## src/rtl/mux_scan_n_1_if.sv

```systemverilog
// Channel-bank / sampler bundle for mux_scan_n_1.
// The master drives channel data and control; the slave (the mux) returns the selected stream.
interface mux_scan_n_1_if #(
    parameter int N_IN    = 8,
    parameter int DATA_W  = 1,
    parameter int SEL_W   = $clog2(N_IN),
    parameter int DWELL_W = 8
);
    logic [N_IN*DATA_W-1:0] in;
    logic [SEL_W-1:0]       sel;
    logic                   mode;
    logic                   start;
    logic [DWELL_W-1:0]     dwell;
    logic [N_IN-1:0]        mask;
    logic [DATA_W-1:0]      out;
    logic [SEL_W-1:0]       out_sel;
    logic                   valid;
    logic                   busy;
    logic                   wrap;

    modport master (
        output in, sel, mode, start, dwell, mask,
        input  out, out_sel, valid, busy, wrap
    );

    modport slave (
        input  in, sel, mode, start, dwell, mask,
        output out, out_sel, valid, busy, wrap
    );
endinterface

```

## src/rtl/mux_scan_n_1.sv

```systemverilog
// N:1 mux with registered output: manual select, or round-robin scan over masked channels
// with a per-channel dwell. N_IN must be at least 2.
module mux_scan_n_1 #(
    parameter int N_IN    = 8,
    parameter int DATA_W  = 1,
    parameter int SEL_W   = $clog2(N_IN),
    parameter int DWELL_W = 8
) (
    input logic           clk,
    input logic           rst_n,
    mux_scan_n_1_if.slave bus
);
    typedef enum logic [1:0] {IDLE, MAN, SCAN} state_e;

    state_e              state_q, state_d;
    logic [SEL_W-1:0]    ch_q, ch_d;
    logic [DWELL_W-1:0]  cnt_q, cnt_d;
    logic [DWELL_W-1:0]  dwell_q, dwell_d;
    logic                wrap_pend_q, wrap_pend_d;
    logic [DATA_W-1:0]   out_q, out_d;
    logic [SEL_W-1:0]    out_sel_q, out_sel_d;
    logic                valid_q, valid_d;
    logic                busy_q, busy_d;
    logic                wrap_q, wrap_d;
    logic [SEL_W:0]      nxt;

    logic [DATA_W-1:0]   chan [N_IN];

    for (genvar i = 0; i < N_IN; i++) begin : g_chan
        assign chan[i] = bus.in[i*DATA_W +: DATA_W];
    end

    function automatic logic [SEL_W-1:0] lowest_set(input logic [N_IN-1:0] m);
        lowest_set = '0;
        for (int i = N_IN - 1; i >= 0; i--) begin
            if (m[i]) lowest_set = SEL_W'(i);
        end
    endfunction

    // MSB set when a channel strictly above cur exists; otherwise the scan wraps.
    function automatic logic [SEL_W:0] next_set(input logic [N_IN-1:0] m,
                                                input logic [SEL_W-1:0] cur);
        next_set = {1'b0, lowest_set(m)};
        for (int i = N_IN - 1; i >= 0; i--) begin
            if (m[i] && (SEL_W'(i) > cur)) next_set = {1'b1, SEL_W'(i)};
        end
    endfunction

    function automatic logic in_range(input logic [SEL_W-1:0] s);
        return int'(s) < N_IN;
    endfunction

    always_comb begin
        // NOTE: every output of this block gets a default first so no path infers a latch.
        state_d     = state_q;
        ch_d        = ch_q;
        cnt_d       = cnt_q;
        dwell_d     = dwell_q;
        wrap_pend_d = 1'b0;
        out_d       = '0;
        out_sel_d   = '0;
        valid_d     = 1'b0;
        busy_d      = 1'b0;
        wrap_d      = 1'b0;
        nxt         = next_set(bus.mask, ch_q);

        case (state_q)
            IDLE: begin
                if (!bus.mode) begin
                    state_d = MAN;
                end else if (bus.start && (|bus.mask)) begin
                    state_d = SCAN;
                    ch_d    = lowest_set(bus.mask);
                    cnt_d   = bus.dwell;
                    dwell_d = bus.dwell;
                end
            end
            MAN: begin
                if (bus.mode) begin
                    state_d = IDLE;
                end else begin
                    out_sel_d = bus.sel;
                    if (in_range(bus.sel)) begin
                        out_d   = chan[bus.sel];
                        valid_d = 1'b1;
                    end
                end
            end
            SCAN: begin
                if (!bus.mode) begin
                    state_d = IDLE;
                end else begin
                    out_d     = chan[ch_q];
                    out_sel_d = ch_q;
                    valid_d   = 1'b1;
                    busy_d    = 1'b1;
                    // Wrap is flagged at the advance and shown with the new channel one edge later.
                    wrap_d    = wrap_pend_q;
                    if (cnt_q != '0) begin
                        cnt_d = cnt_q - DWELL_W'(1);
                    end else if (!(|bus.mask)) begin
                        state_d = IDLE;
                    end else begin
                        ch_d        = nxt[SEL_W-1:0];
                        cnt_d       = dwell_q;
                        wrap_pend_d = ~nxt[SEL_W];
                    end
                end
            end
            default: state_d = IDLE;
        endcase
    end

    // NOTE: state registers use non-blocking assignment so all flops update from pre-edge values.
    always_ff @(posedge clk or negedge rst_n) begin
        if (!rst_n) begin
            state_q     <= IDLE;
            ch_q        <= '0;
            cnt_q       <= '0;
            dwell_q     <= '0;
            wrap_pend_q <= 1'b0;
            out_q       <= '0;
            out_sel_q   <= '0;
            valid_q     <= 1'b0;
            busy_q      <= 1'b0;
            wrap_q      <= 1'b0;
        end else begin
            state_q     <= state_d;
            ch_q        <= ch_d;
            cnt_q       <= cnt_d;
            dwell_q     <= dwell_d;
            wrap_pend_q <= wrap_pend_d;
            out_q       <= out_d;
            out_sel_q   <= out_sel_d;
            valid_q     <= valid_d;
            busy_q      <= busy_d;
            wrap_q      <= wrap_d;
        end
    end

    assign bus.out     = out_q;
    assign bus.out_sel = out_sel_q;
    assign bus.valid   = valid_q;
    assign bus.busy    = busy_q;
    assign bus.wrap    = wrap_q;
endmodule

```

## src/flat_wrapper.sv

```systemverilog
// flat-port wrapper written by rule: the top's interface ports become plain ports
module mux_scan_n_1_flat 
#(
    parameter int N_IN    = 8,
    parameter int DATA_W  = 1,
    parameter int SEL_W   = $clog2(N_IN),
    parameter int DWELL_W = 8
)
  (clk, rst_n, bus_in, bus_sel, bus_mode, bus_start, bus_dwell, bus_mask, bus_out, bus_out_sel, bus_valid, bus_busy, bus_wrap);
  mux_scan_n_1_if #(.N_IN(N_IN), .DATA_W(DATA_W), .SEL_W(SEL_W), .DWELL_W(DWELL_W)) bus_i ();
  input logic clk;
  input logic rst_n;
  input wire logic [$bits(bus_i.in)-1:0] bus_in;
  input wire logic [$bits(bus_i.sel)-1:0] bus_sel;
  input wire logic [$bits(bus_i.mode)-1:0] bus_mode;
  input wire logic [$bits(bus_i.start)-1:0] bus_start;
  input wire logic [$bits(bus_i.dwell)-1:0] bus_dwell;
  input wire logic [$bits(bus_i.mask)-1:0] bus_mask;
  output wire logic [$bits(bus_i.out)-1:0] bus_out;
  output wire logic [$bits(bus_i.out_sel)-1:0] bus_out_sel;
  output wire logic [$bits(bus_i.valid)-1:0] bus_valid;
  output wire logic [$bits(bus_i.busy)-1:0] bus_busy;
  output wire logic [$bits(bus_i.wrap)-1:0] bus_wrap;
  assign bus_i.in = bus_in;
  assign bus_i.sel = bus_sel;
  assign bus_i.mode = bus_mode;
  assign bus_i.start = bus_start;
  assign bus_i.dwell = bus_dwell;
  assign bus_i.mask = bus_mask;
  assign bus_out = bus_i.out;
  assign bus_out_sel = bus_i.out_sel;
  assign bus_valid = bus_i.valid;
  assign bus_busy = bus_i.busy;
  assign bus_wrap = bus_i.wrap;
  mux_scan_n_1 #(.N_IN(N_IN), .DATA_W(DATA_W), .SEL_W(SEL_W), .DWELL_W(DWELL_W)) u_core (.clk(clk), .rst_n(rst_n), .bus(bus_i));
endmodule
```

## config.mk

```make
export PLATFORM = sky130hd
export DESIGN_NAME = mux_scan_n_1_flat
export DESIGN_NICKNAME = d
export VERILOG_FILES = /design/src/rtl/mux_scan_n_1_if.sv /design/src/rtl/mux_scan_n_1.sv /design/src/flat_wrapper.sv
export SDC_FILE = /design/constraint.sdc
export NUM_CORES = 1
export LEC_CHECK = 0
export BUFFER_PORTS_ARGS = -buffer_cell sky130_fd_sc_hd__buf_2
export CAP_MARGIN = 20
export CORE_MARGIN = 2
export CORE_UTILIZATION = 35
export CTS_BUF_LIST = sky130_fd_sc_hd__clkbuf_16
export CTS_CLUSTER_DIAMETER = 40
export DETAILED_ROUTE_END_ITERATION = 10
export PLACE_DENSITY = 0.62
export RECOVER_POWER = 100
export SLEW_MARGIN = 20
export SYNTH_ARGS = -nofsm -noshare
export SYNTH_HDL_FRONTEND = slang
export SYNTH_SLANG_ARGS = --single-unit
```

## constraint.sdc

```tcl
create_clock -name clk -period 1.95 [get_ports clk]
set_input_delay 0.0975 -clock clk [delete_from_list [all_inputs] [get_ports clk]]
set_output_delay 0.0975 -clock clk [all_outputs]
set_load 0.01 [all_outputs]
```

==> results of run 1 <==
critical path, cell delays in order (launching register included):
cell	delay [ns]
sky130_fd_sc_hd__dfrtp_1	0.38
sky130_fd_sc_hd__inv_2	0.08
sky130_fd_sc_hd__ha_4	0.13
sky130_fd_sc_hd__or3b_4	0.38
sky130_fd_sc_hd__or2_4	0.26
sky130_fd_sc_hd__or4_4	0.51
sky130_fd_sc_hd__nor3_2	0.10
state kept, by name, summed over array words and instances, names as in the netlist:
| signal | count |
|---|---|
| u_core.bus.wrap | 1 |
| u_core.bus.busy | 1 |
| u_core.bus.valid | 1 |
| u_core.ch_q | 3 |
| u_core.cnt_q | 8 |
| u_core.wrap_pend_q | 1 |
| u_core.state_q | 2 |
| u_core.bus.out | 1 |
| u_core.bus.out_sel | 3 |
| u_core.dwell_q | 8 |
synthesized netlist by cell type (3+ instances only):
master / instances
sky130_fd_sc_hd__mux4_2: 4
sky130_fd_sc_hd__nand2b_1: 8
sky130_fd_sc_hd__o31ai_1: 4
sky130_fd_sc_hd__buf_2: 3
sky130_fd_sc_hd__and3_1: 3
sky130_fd_sc_hd__mux2i_1: 3
sky130_fd_sc_hd__nor2_1: 14
sky130_fd_sc_hd__dfrtp_1: 29
sky130_fd_sc_hd__a31oi_1: 8
sky130_fd_sc_hd__inv_1: 8
sky130_fd_sc_hd__ha_1: 5
sky130_fd_sc_hd__a21oi_1: 10
sky130_fd_sc_hd__xnor2_1: 3
sky130_fd_sc_hd__clkbuf_1: 6
sky130_fd_sc_hd__a22oi_1: 4
sky130_fd_sc_hd__mux2_2: 9
sky130_fd_sc_hd__o211ai_1: 8
sky130_fd_sc_hd__nor3_1: 5
sky130_fd_sc_hd__o21ai_0: 10
sky130_fd_sc_hd__nand2_1: 16
sky130_fd_sc_hd__nor2b_1: 9
sky130_fd_sc_hd__or4_1: 3
through the flow:
stage	std cells	power [mW]	worst slack, ns	util
detailed placement	326	2.68	-0.0149	0.451
floorplan	205	2.10	-0.0391	-
global route	340	3.93	-0.0665	0.497
finish	340	3.66	0.0220	0.497
global placement	326	2.66	0.0212	0.451
CTS	337	3.60	0.000217	0.488
per-layer routing:
layer	part of all wire	up-vias
met5	0	-
met4	0.016	0
met3	0.023	5
met2	0.48	23
met1	0.48	809
li1	-	889
power breakdown:
part / switching, mW / internal [mW]
clock network: 0.275 / 0.597
registers: 0.176 / 0.848
logic: 0.858 / 0.910
total: 1.31 / 2.35
final timing paths:
kind	cells past startpoint	startpoint	endpoint	slack, ns
setup / recovery	6	u_core.cnt_q[0]$_DFFE_PN0P_	u_core.wrap_pend_q$_DFF_PN0_	0.02
hold / removal	2	bus_dwell[4]	u_core.dwell_q[4]$_DFFE_PN0P_	0.07
setup reg to reg	6	u_core.cnt_q[0]$_DFFE_PN0P_	u_core.wrap_pend_q$_DFF_PN0_	0.02
hold reg to reg	1	u_core.wrap_pend_q$_DFF_PN0_	u_core.bus.wrap$_DFF_PN0_	0.50
max in group asynchronous	2	rst_n	u_core.cnt_q[6]$_DFFE_PN0P_	1.05
min in group asynchronous	2	rst_n	u_core.ch_q[0]$_DFFE_PN0P_	0.42
layout make-up:
class | instances | area, µm²
Fill cell | 522 | 2620
Tap cell | 70 | 87.6
Timing Repair Buffer | 67 | 410
Multi-Input combinational cell | 158 | 1170
Inverter | 8 | 30.0
Sequential cell | 29 | 726
Clock inverter | 3 | 41.3
Clock buffer | 5 | 125
kinds of logic after synthesis:
kind of cell               share of synthesized area
adders and majority gates                     0.0326
buffers and inverters                         0.0372
and+or+nand+nor                                0.219
AOI/OAI and AO/OA                              0.198
xor gates and xnor gates                      0.0183
DFF                                            0.379
muxes                                          0.116
timing repair:
item                                    4_1_cts  5_1_grt
setup buffers                                 2        3
pin swaps                                     2        1
endpoints found under the hold margin        29        0
endpoints found under the setup margin        2        8
hold buffers                                  1        0
gates resized for setup                       2        7
==> key figures, run 1 <==
Run status
  – Status: complete, no violations

Timing
  – Slew @ Worst Pin: around 0.74 ns
  – Post-route worst hold slack: about 0.066 ns
  – Total count of max-transition violations in the final report: 0
  – Period Utilization, post-route: 0.989
  – Relative slew margins: 0.505
  – Total negative setup slack: 0 ns
  – Maximum clock frequency: ~520 MHz
  – Shortest period the worst path allows: 1.93 ns
  – Post-Route Skew: between 0.008 and 0.009 ns
  – Endpoints failing setup: 0
  – Setup repair after global routing missed its margin: true
  – Hold violation count in the final report: 0

Global routing
  – Antenna violations before repair: 0
  – Global routing usage on met1: 0.208
  – Wire length of the first global-routing pass: about 7.8 mm
  – Most used routing layer: met2
  – Overall overflow remaining after global route: 0
  – Largest net degree at the start of global routing: 30
  – Grt met2 use: 0.268
  – Total global routing track utilization: 0.162
  – Met3 track utilization from global routing: 0.0256
  – Number of global-route vias before repair: 1,720

Floorplan
  – Die Height: about 78 µm
  – Row count: 26
  – Initial cell density of the core: 0.368
  – Floorplan Core Area: ~5200 µm²
  – Die extent in x: between 70 and 80 µm
  – Total die area: roughly 6000 µm²
  – Top Ports: 38

Layout
  – Layout cells sized above 1: 0.344
  – Number of antenna repair diodes: 0
  – Nets: roughly 310
  – Final non-filler cell area: approximately 2600 µm²
  – Synth-to-layout area growth: 35.1%
  – Top library cells by usage in the layout, fill and taps aside: sky130_fd_sc_hd__buf_2 (29), sky130_fd_sc_hd__dfrtp_1 (29), sky130_fd_sc_hd__buf_4 (25)

Flow run
  – Max-cap check violation count: 0

Place
  – GP Congestion: around 0.86
  – Area after detailed placement: roughly 2300 µm²
  – Count of input and output buffers: 37
  – Post-detail-place hpwl: 3.38 mm

CTS
  – Clock Sinks: 29
  – Number of buffers created by CTS: 5
  – Clock tree from TritonCTS: built
  – Clock-pin slew on the worst setup and hold paths: around 0.060 ns
  – Clock latency at the later pin of the worst-skew pair: approximately 0.28 ns
  – CTS HTree Levels: 2
  – Number of buffers between clock root and the deepest sink: 2
  – Clock Root Buffer: sky130_fd_sc_hd__clkbuf_16

Routing
  – Vias after detailed routing: approximately 1,700
  – Total Wirelength: 4.59 mm
  – Post-DR wirelength/cell: roughly 13 µm
  – Antenna Nets Post-Route: 0
  – 1st-iter DRT viols: a little under 80
  – TritonRoute pass-1 iters: 4
  – Drt drc: 0
  – Ratio of routed vias to standard cells: about 5.1

Logic synthesis
  – Share of Yosys cell area claimed by the top area cell type: 0.379
  – Number of synthesized register bits: 29
  – Sequential element share of the synthesized area: 0.379
  – Mean area per synthesized cell: ~9.4 µm²
  – Largest cells by area after synthesis: sky130_fd_sc_hd__dfrtp_1 (38%), sky130_fd_sc_hd__mux2_2 (5.3%), sky130_fd_sc_hd__mux4_2 (4.7%), sky130_fd_sc_hd__ha_1 (3.3%), sky130_fd_sc_hd__nand2_1 (3.1%)
  – Instance count of the mapped netlist: 205
  – Async S/R FF share, synth: 1.00
  – Yosys warning total: 0
  – Top flip-flop cell by instance count after synthesis: sky130_fd_sc_hd__dfrtp_1
  – Distinct cells, synth: between 40 and 50
  – Library cell occupying the most area in the post-synthesis netlist: sky130_fd_sc_hd__dfrtp_1
  – Post-synthesis instance area: ~1900 µm²
  – Number of enable flip-flop cells after synthesis: 0
  – Net Count, Synth: around 240

Power
  – Maximum vdd drop: about 0.56 mV
  – Power per unit of standard cell area: ~1400 nW/µm²
  – Reported leakage power: around 1.1 nW

Critical path
  – Sort of element at the start of the critical path: flop
  – Type of the setup path with the least slack: flop to flop
  – Data required time of the critical path: between 2 and 2.5 ns
  – Max FO, Critical Path: 3
  – Crit end category: flop
  – Endpoint arrival time on the critical path: around 2.1 ns

Worst hold path
  – Min-Delay Path Class: input port to flop
Power figures use the tool's default switching activity.
==> run 2: changes to the inputs <==
--- a/config.mk
+++ b/config.mk
@@ -5,7 +5,7 @@
 export SDC_FILE = /design/constraint.sdc
 export NUM_CORES = 1
 export LEC_CHECK = 0
-export BUFFER_PORTS_ARGS = -buffer_cell sky130_fd_sc_hd__buf_2
+export BUFFER_PORTS_ARGS = -buffer_cell sky130_fd_sc_hd__clkbuf_2
 export CAP_MARGIN = 20
 export CORE_MARGIN = 2
 export CORE_UTILIZATION = 35
@@ -14,6 +14,7 @@
 export DETAILED_ROUTE_END_ITERATION = 10
 export PLACE_DENSITY = 0.62
 export RECOVER_POWER = 100
+export SKIP_LAST_GASP = 1
 export SLEW_MARGIN = 20
 export SYNTH_ARGS = -nofsm -noshare
 export SYNTH_HDL_FRONTEND = slang
==> run 2 against run 1 <==
  * Sequential cell count stayed put
  * First-iteration DRC count is 32% lower
  * Hold slack better by 0.0056 ns
  * Clock skew is 0.00067 ns lower
  * Clock-buffer cell count stayed put
  * Critical path depth stayed put
  * Die area stayed put
  * Sequential power hardly changed
  * Non-clock buffer count is 1 higher
  * Final cell count is 0.29% higher
  * Fmax is 1.1% lower
  * Core utilization is 0.096 points higher
  * Critical endpoint unchanged
  * Largest cell class unchanged
==> key figures, run 2 (same netlist as run 1, synthesis figures left out) <==
Floorplan
  – Row count: 26
  – Die Height: just under 80 µm
  – Floorplan Core Area: 5200 µm²
  – Initial cell density of the core: 0.368
  – Die extent in x: 78.0 µm
  – Total die area: 6080 µm²
  – Top Ports: 38

Critical path
  – Crit end category: flop
  – Setup slack on the worst flop-to-flop path: between 0.001 and 0.0015 ns
  – Sort of element at the start of the critical path: flop
  – Data required time of the critical path: ~2.2 ns
  – Crit-path cells: inv_2, ha_4, or3b_4, or2_4, or4_4, nor3_2
  – Delay of the slowest cell on the worst path: approximately 0.5 ns
  – Depth of the worst register-to-register path: 6
  – Top Family by Delay on Critical Path: simple AND/OR/NAND/NOR gates
  – Endpoint arrival time on the critical path: around 2.1 ns
  – Cell at the slowest stage of the critical path: sky130_fd_sc_hd__or4_4
  – Total number of cells along the worst setup path: 6
  – Max FO, Critical Path: 3
  – Reg-to-reg endpoint: u_core.wrap_pend_q$_DFF_PN0_
  – Type of the setup path with the least slack: flop to flop
  – Buf+Inv Stages, Crit Path: 1
  – Startpoint of the lowest-slack register-to-register path: u_core.cnt_q[0]$_DFFE_PN0P_

Timing
  – Setup repair after global routing missed its margin: true
  – Total count of max-transition violations in the final report: 0
  – Shortest period the worst path allows: 1.95 ns
  – Total negative setup slack: 0 ns
  – Maximum clock frequency: approximately 500 MHz
  – Endpoints failing setup: 0
  – Slew @ Worst Pin: 0.760 ns
  – Hold violation count in the final report: 0
  – Post-Route Skew: approximately 0.008 ns
  – Relative slew margins: 0.493
  – Period Utilization, post-route: 0.999

Power
  – Maximum vdd drop: between 0.5 and 0.6 mV
  – Power per unit of standard cell area: about 1400 nW/µm²
  – Pwr Total: between 3 and 4 mW
  – Reported leakage power: roughly 1.1 nW

Layout
  – Nets: 306
  – Count of placed standard cells in the final layout, fillers left out: approximately 340
  – Area occupied by multi-input gates: roughly 1200 µm²
  – Area taken by flip-flops and latches: approximately 730 µm²
  – Most common cell after layout, fill and taps aside: sky130_fd_sc_hd__clkbuf_2
  – Synth-to-layout area growth: 35.3%
  – Number of fill cells: between 500 and 600
  – Top library cells by usage in the layout, fill and taps aside: sky130_fd_sc_hd__clkbuf_2 (32), sky130_fd_sc_hd__dfrtp_1 (29), sky130_fd_sc_hd__buf_4 (26)
  – Final non-filler cell area: ~2600 µm²
  – Layout cells sized above 1: 0.354
  – Number of antenna repair diodes: 0
  – Registers with the most flip-flops: u_core.cnt_q: 8 flops, u_core.dwell_q: 8 flops

Run status
  – Status: complete, no violations

Place
  – Area after detailed placement: about 2400 µm²
  – Post-detail-place hpwl: approximately 3.4 mm
  – GP Congestion: 0.865
  – Count of input and output buffers: 37
  – Cell total after placement: 329

CTS
  – CTS HTree Levels: 2
  – Clock Sinks: 29
  – Clock-pin slew on the worst setup and hold paths: 0.05 ns
  – Number of buffers between clock root and the deepest sink: 2
  – Number of buffers created by CTS: 5
  – Clock Root Buffer: sky130_fd_sc_hd__clkbuf_16
  – Clock tree from TritonCTS: built
  – Clock latency at the later pin of the worst-skew pair: 0.28 ns

Global routing
  – Total global routing track utilization: 0.164
  – Wire length of the first global-routing pass: 8.16 mm
  – Antenna violations before repair: 0
  – Largest net degree at the start of global routing: 30
  – Number of global-route vias before repair: 1,773
  – Overall overflow remaining after global route: 0

Worst hold path
  – Min-Delay Path Class: input port to flop
  – Beginning of the worst hold path: bus_dwell[1]
  – Count of cells along the worst hold path: 2
  – Hold Crit Endpoint: u_core.dwell_q[1]$_DFFE_PN0P_

Routing
  – Vias after detailed routing: roughly 1,800
  – Total Wirelength: 4.75 mm
  – 1st-iter DRT viols: 52
  – TritonRoute pass-1 iters: 4
  – Drt drc: 0
  – Antenna Nets Post-Route: 0
  – Post-DR wirelength/cell: roughly 14 µm
  – Ratio of routed vias to standard cells: roughly 5.2

Flow run
  – Max-cap check violation count: 0
-- run 2: cell types whose count changed in the layout (fill, tap and decap cells not counted), sizes merged --
cell    delta
buf       -28
clkbuf    +29
-- run 2: stage by stage --
step	utilization	worst slack, ns	hold WS (ns)
after floorplan	-	-0.0391	-0.198
after global placement	0.456	0.0216	0.207
after detailed placement	0.456	-0.0238	0.203
after CTS	0.491	0.00589	0.0692
after global routing	0.498	-0.0467	0.0801
final	0.498	0.00114	0.0711
-- run 2: cell type report --
| class | count | area share |
|---|---|---|
| Clock buffer | 5 | 0.0482 |
| Clock inverter | 3 | 0.0159 |
| Inverter | 8 | 0.0116 |
| Multi-Input combinational cell | 158 | 0.451 |
| Sequential cell | 29 | 0.280 |
| Tap cell | 70 | 0.0338 |
| Timing Repair Buffer | 68 | 0.160 |
-- run 2: power breakdown --
| part | total (mW) | leakage (nW) | switching, mW | internal [mW] |
|---|---|---|---|---|
| Sequential | 1.01 | 0.360 | 0.166 | 0.848 |
| Combinational | 1.79 | 0.695 | 0.894 | 0.892 |
| Clock | 0.869 | 0.0775 | 0.272 | 0.597 |
| Total | 3.67 | 1.13 | 1.33 | 2.34 |
-- run 2: how the worst max path moves through the flow --
stage | start | to | slack (ns)
6_report | u_core.cnt_q[0]$_DFFE_PN0P_ | u_core.wrap_pend_q$_DFF_PN0_ | 0.001
5_1_grt | u_core.cnt_q[0]$_DFFE_PN0P_ | u_core.wrap_pend_q$_DFF_PN0_ | -0.05
4_1_cts | u_core.cnt_q[0]$_DFFE_PN0P_ | u_core.wrap_pend_q$_DFF_PN0_ | 0.006
3_5_place_dp | u_core.cnt_q[1]$_DFFE_PN0P_ | u_core.wrap_pend_q$_DFF_PN0_ | -0.02
3_3_place_gp | u_core.cnt_q[1]$_DFFE_PN0P_ | u_core.wrap_pend_q$_DFF_PN0_ | 0.02
2_1_floorplan | u_core.cnt_q[0]$_DFFE_PN0P_ | u_core.wrap_pend_q$_DFF_PN0_ | -0.04
-- run 2: timing repair --
action	in CTS	in global routing
pin swaps	1	4
setup buffers	1	2
resized for setup	2	10
setup endpoints to repair	2	12
hold endpoints to repair	29	0
hold buffers	1	0
gates cloned	0	0
-- run 2: routing by layer --
layer | global-route usage | vias up | share of wire
met2 | 0.276 | 29 | 0.50
li1 | - | 897 | -
met1 | 0.208 | 841 | 0.46
met4 | 0.0632 | 0 | 0.015
met5 | 0 | - | 0
met3 | 0.0326 | 7 | 0.031
==> run 3: changes to the inputs <==
==> constraint.sdc (replaced) <==
create_clock -name clk -period 1.95 [get_ports clk]
set_input_delay 0 -clock clk [delete_from_list [all_inputs] [get_ports clk]]
set_output_delay 0 -clock clk [all_outputs]
set_load 0.01 [all_outputs]
==> run 3 against run 2 <==
  * Die area did not move
  * Via count rose by 2.9%
  * Clock skew barely moved
  * Clock-buffer cell count did not move
  * Core utilization rose by 1.3 points
  * Global-route usage rose by 0.24 points
  * Largest power group unchanged
  * Highest routed layer unchanged
==> key figures, run 3 (same netlist as run 1, synthesis figures left out) <==
Run status
  – Status: complete, no violations

Floorplan
  – Row count: 26
  – Total die area: 6080 µm²
  – Top Ports: 38
  – Initial cell density of the core: 0.368
  – Die Height: around 78 µm
  – Die extent in x: roughly 80 µm
  – Floorplan Core Area: approximately 5200 µm²

Global routing
  – Antenna violations before repair: 0
  – Total global routing track utilization: 0.167
  – Number of global-route vias before repair: roughly 1,700
  – Overall overflow remaining after global route: 0
  – Wire length of the first global-routing pass: between 8 and 9 mm
  – Largest net degree at the start of global routing: 30

Power
  – Reported leakage power: 1.14 nW
  – Power per unit of standard cell area: around 1400 nW/µm²
  – Maximum vdd drop: about 0.62 mV

Layout
  – Number of antenna repair diodes: 0
  – Layout cells sized above 1: 0.325
  – Most common cell after layout, fill and taps aside: sky130_fd_sc_hd__clkbuf_2
  – Synth-to-layout area growth: 38.8%
  – Nets: between 300 and 400
  – Registers with the most flip-flops: u_core.cnt_q: 8 flops, u_core.dwell_q: 8 flops
  – Top library cells by usage in the layout, fill and taps aside: sky130_fd_sc_hd__clkbuf_2 (31), sky130_fd_sc_hd__dfrtp_1 (29), sky130_fd_sc_hd__buf_4 (19)

Place
  – GP Congestion: around 0.8
  – Count of input and output buffers: 37
  – Post-detail-place hpwl: approximately 3.4 mm

Timing
  – Relative slew margins: 0.489
  – Setup repair after global routing missed its margin: true
  – Period Utilization, post-route: 0.980
  – Post-Route Skew: 0.00820 ns
  – Slew @ Worst Pin: 0.766 ns
  – Total negative setup slack: 0 ns
  – Shortest period the worst path allows: roughly 1.9 ns
  – Post-route worst hold slack: 0.0520 ns
  – Total count of max-transition violations in the final report: 0
  – Endpoints failing setup: 0
  – Hold violation count in the final report: 0
  – Maximum clock frequency: 524 MHz

Routing
  – TritonRoute pass-1 iters: 5
  – Antenna Nets Post-Route: 0
  – Vias after detailed routing: about 1,800
  – Post-DR wirelength/cell: between 10 and 15 µm
  – 1st-iter DRT viols: 58
  – Drt drc: 0
  – Total Wirelength: around 4.7 mm
  – Ratio of routed vias to standard cells: roughly 5.3

Flow run
  – Max-cap check violation count: 0

Critical path
  – Type of the setup path with the least slack: flop to flop
  – Endpoint of the worst setup timing path: u_core.wrap_pend_q$_DFF_PN0_
  – Startpoint of the lowest-slack register-to-register path: u_core.cnt_q[0]$_DFFE_PN0P_
  – Data required time of the critical path: roughly 2.2 ns
  – Worst Setup SP: u_core.cnt_q[0]$_DFFE_PN0P_
  – Depth of the worst register-to-register path: 6
  – Reg-to-reg endpoint: u_core.wrap_pend_q$_DFF_PN0_
  – Endpoint arrival time on the critical path: between 2 and 2.5 ns
  – Setup slack on the worst flop-to-flop path: between 0.03 and 0.04 ns
  – Crit end category: flop
  – Max FO, Critical Path: 3
  – Sort of element at the start of the critical path: flop

CTS
  – Clock Root Buffer: sky130_fd_sc_hd__clkbuf_16
  – Number of buffers between clock root and the deepest sink: 2
  – CTS HTree Levels: 2
  – Clock latency at the later pin of the worst-skew pair: about 0.28 ns
  – Clock Sinks: 29
  – Number of buffers created by CTS: 5
  – Clock-pin slew on the worst setup and hold paths: about 0.06 ns
  – Clock tree from TritonCTS: built

Worst hold path
  – Min-Delay Path Class: input port to flop
  – Count of cells along the worst hold path: 3
[run 3: changes by cell type in the layout (fill, tap and decap cells not counted), sizes merged]
cell	change
buf	-7
clkbuf	+2
dlygate4sd3	+8
[run 3: worst min path at each step]
| stage | startpoint | end | slack [ns] |
|---|---|---|---|
| 5_1_grt | bus_mode | u_core.bus.wrap$_DFF_PN0_ | 0.10 |
| 6_report | bus_sel[2] | u_core.bus.out_sel[2]$_DFF_PN0_ | 0.05 |
| 3_3_place_gp | rst_n | u_core.ch_q[1]$_DFFE_PN0P_ | 0.12 |
| 3_5_place_dp | rst_n | u_core.bus.busy$_DFF_PN0_ | 0.11 |
| 4_1_cts | bus_sel[2] | u_core.bus.out_sel[2]$_DFF_PN0_ | 0.06 |
| 2_1_floorplan | rst_n | u_core.bus.busy$_DFF_PN0_ | -0.30 |
[run 3: per-stage QoR]
step                 util  std cells  worst slack (ns)  area, µm²  power (mW)
global route        0.511        344           -0.0350       2660        3.97
global placement    0.450        325            0.0208       2340        2.68
CTS                 0.500        342            0.0132       2600        3.61
finish              0.511        344            0.0398       2660        3.71
detailed placement  0.450        325           -0.0234       2340        2.70
floorplan               -        205           -0.0391       1920        2.10
[run 3: what timing repair did]
item | CTS | global route
gates cloned | 0 | 1
setup endpoints to repair | 1 | 8
hold endpoints to repair | 40 | 0
gates resized for setup | 2 | 10
pin swaps | 1 | 0
setup buffers | 0 | 1
hold buffers | 9 | 0
[run 3: where the power goes]
group | internal, mW | switching, mW
registers | 0.848 | 0.167
clock network | 0.597 | 0.274
logic | 0.939 | 0.883
[run 3: routing by layer]
| metal | share of wire | global-route usage | vias up |
|---|---|---|---|
| li1 | - | - | 903 |
| met1 | 0.47 | 0.221 | 859 |
| met2 | 0.47 | 0.263 | 55 |
| met3 | 0.041 | 0.0302 | 9 |
| met4 | 0.017 | 0.0789 | 0 |
| met5 | 0 | 0 | - |
[run 3: layout make-up]
cell class | instances | area, µm²
clock buffer | 5 | 125
clock inverter | 3 | 41.3
inverter | 8 | 30.0
fill | 485 | 2540
sequential | 29 | 726
tap | 70 | 87.6
timing repair buffer | 71 | 474
multi-input combinational | 158 | 1180
[run 3: worst max-delay path, stage by stage (launching register included)]
cell and delay, ns:
sky130_fd_sc_hd__dfrtp_1 0.38, sky130_fd_sc_hd__inv_2 0.08, sky130_fd_sc_hd__ha_4 0.12, sky130_fd_sc_hd__or3b_4 0.38, sky130_fd_sc_hd__or2_4 0.25, sky130_fd_sc_hd__or4_4 0.51, sky130_fd_sc_hd__nor3_2 0.11
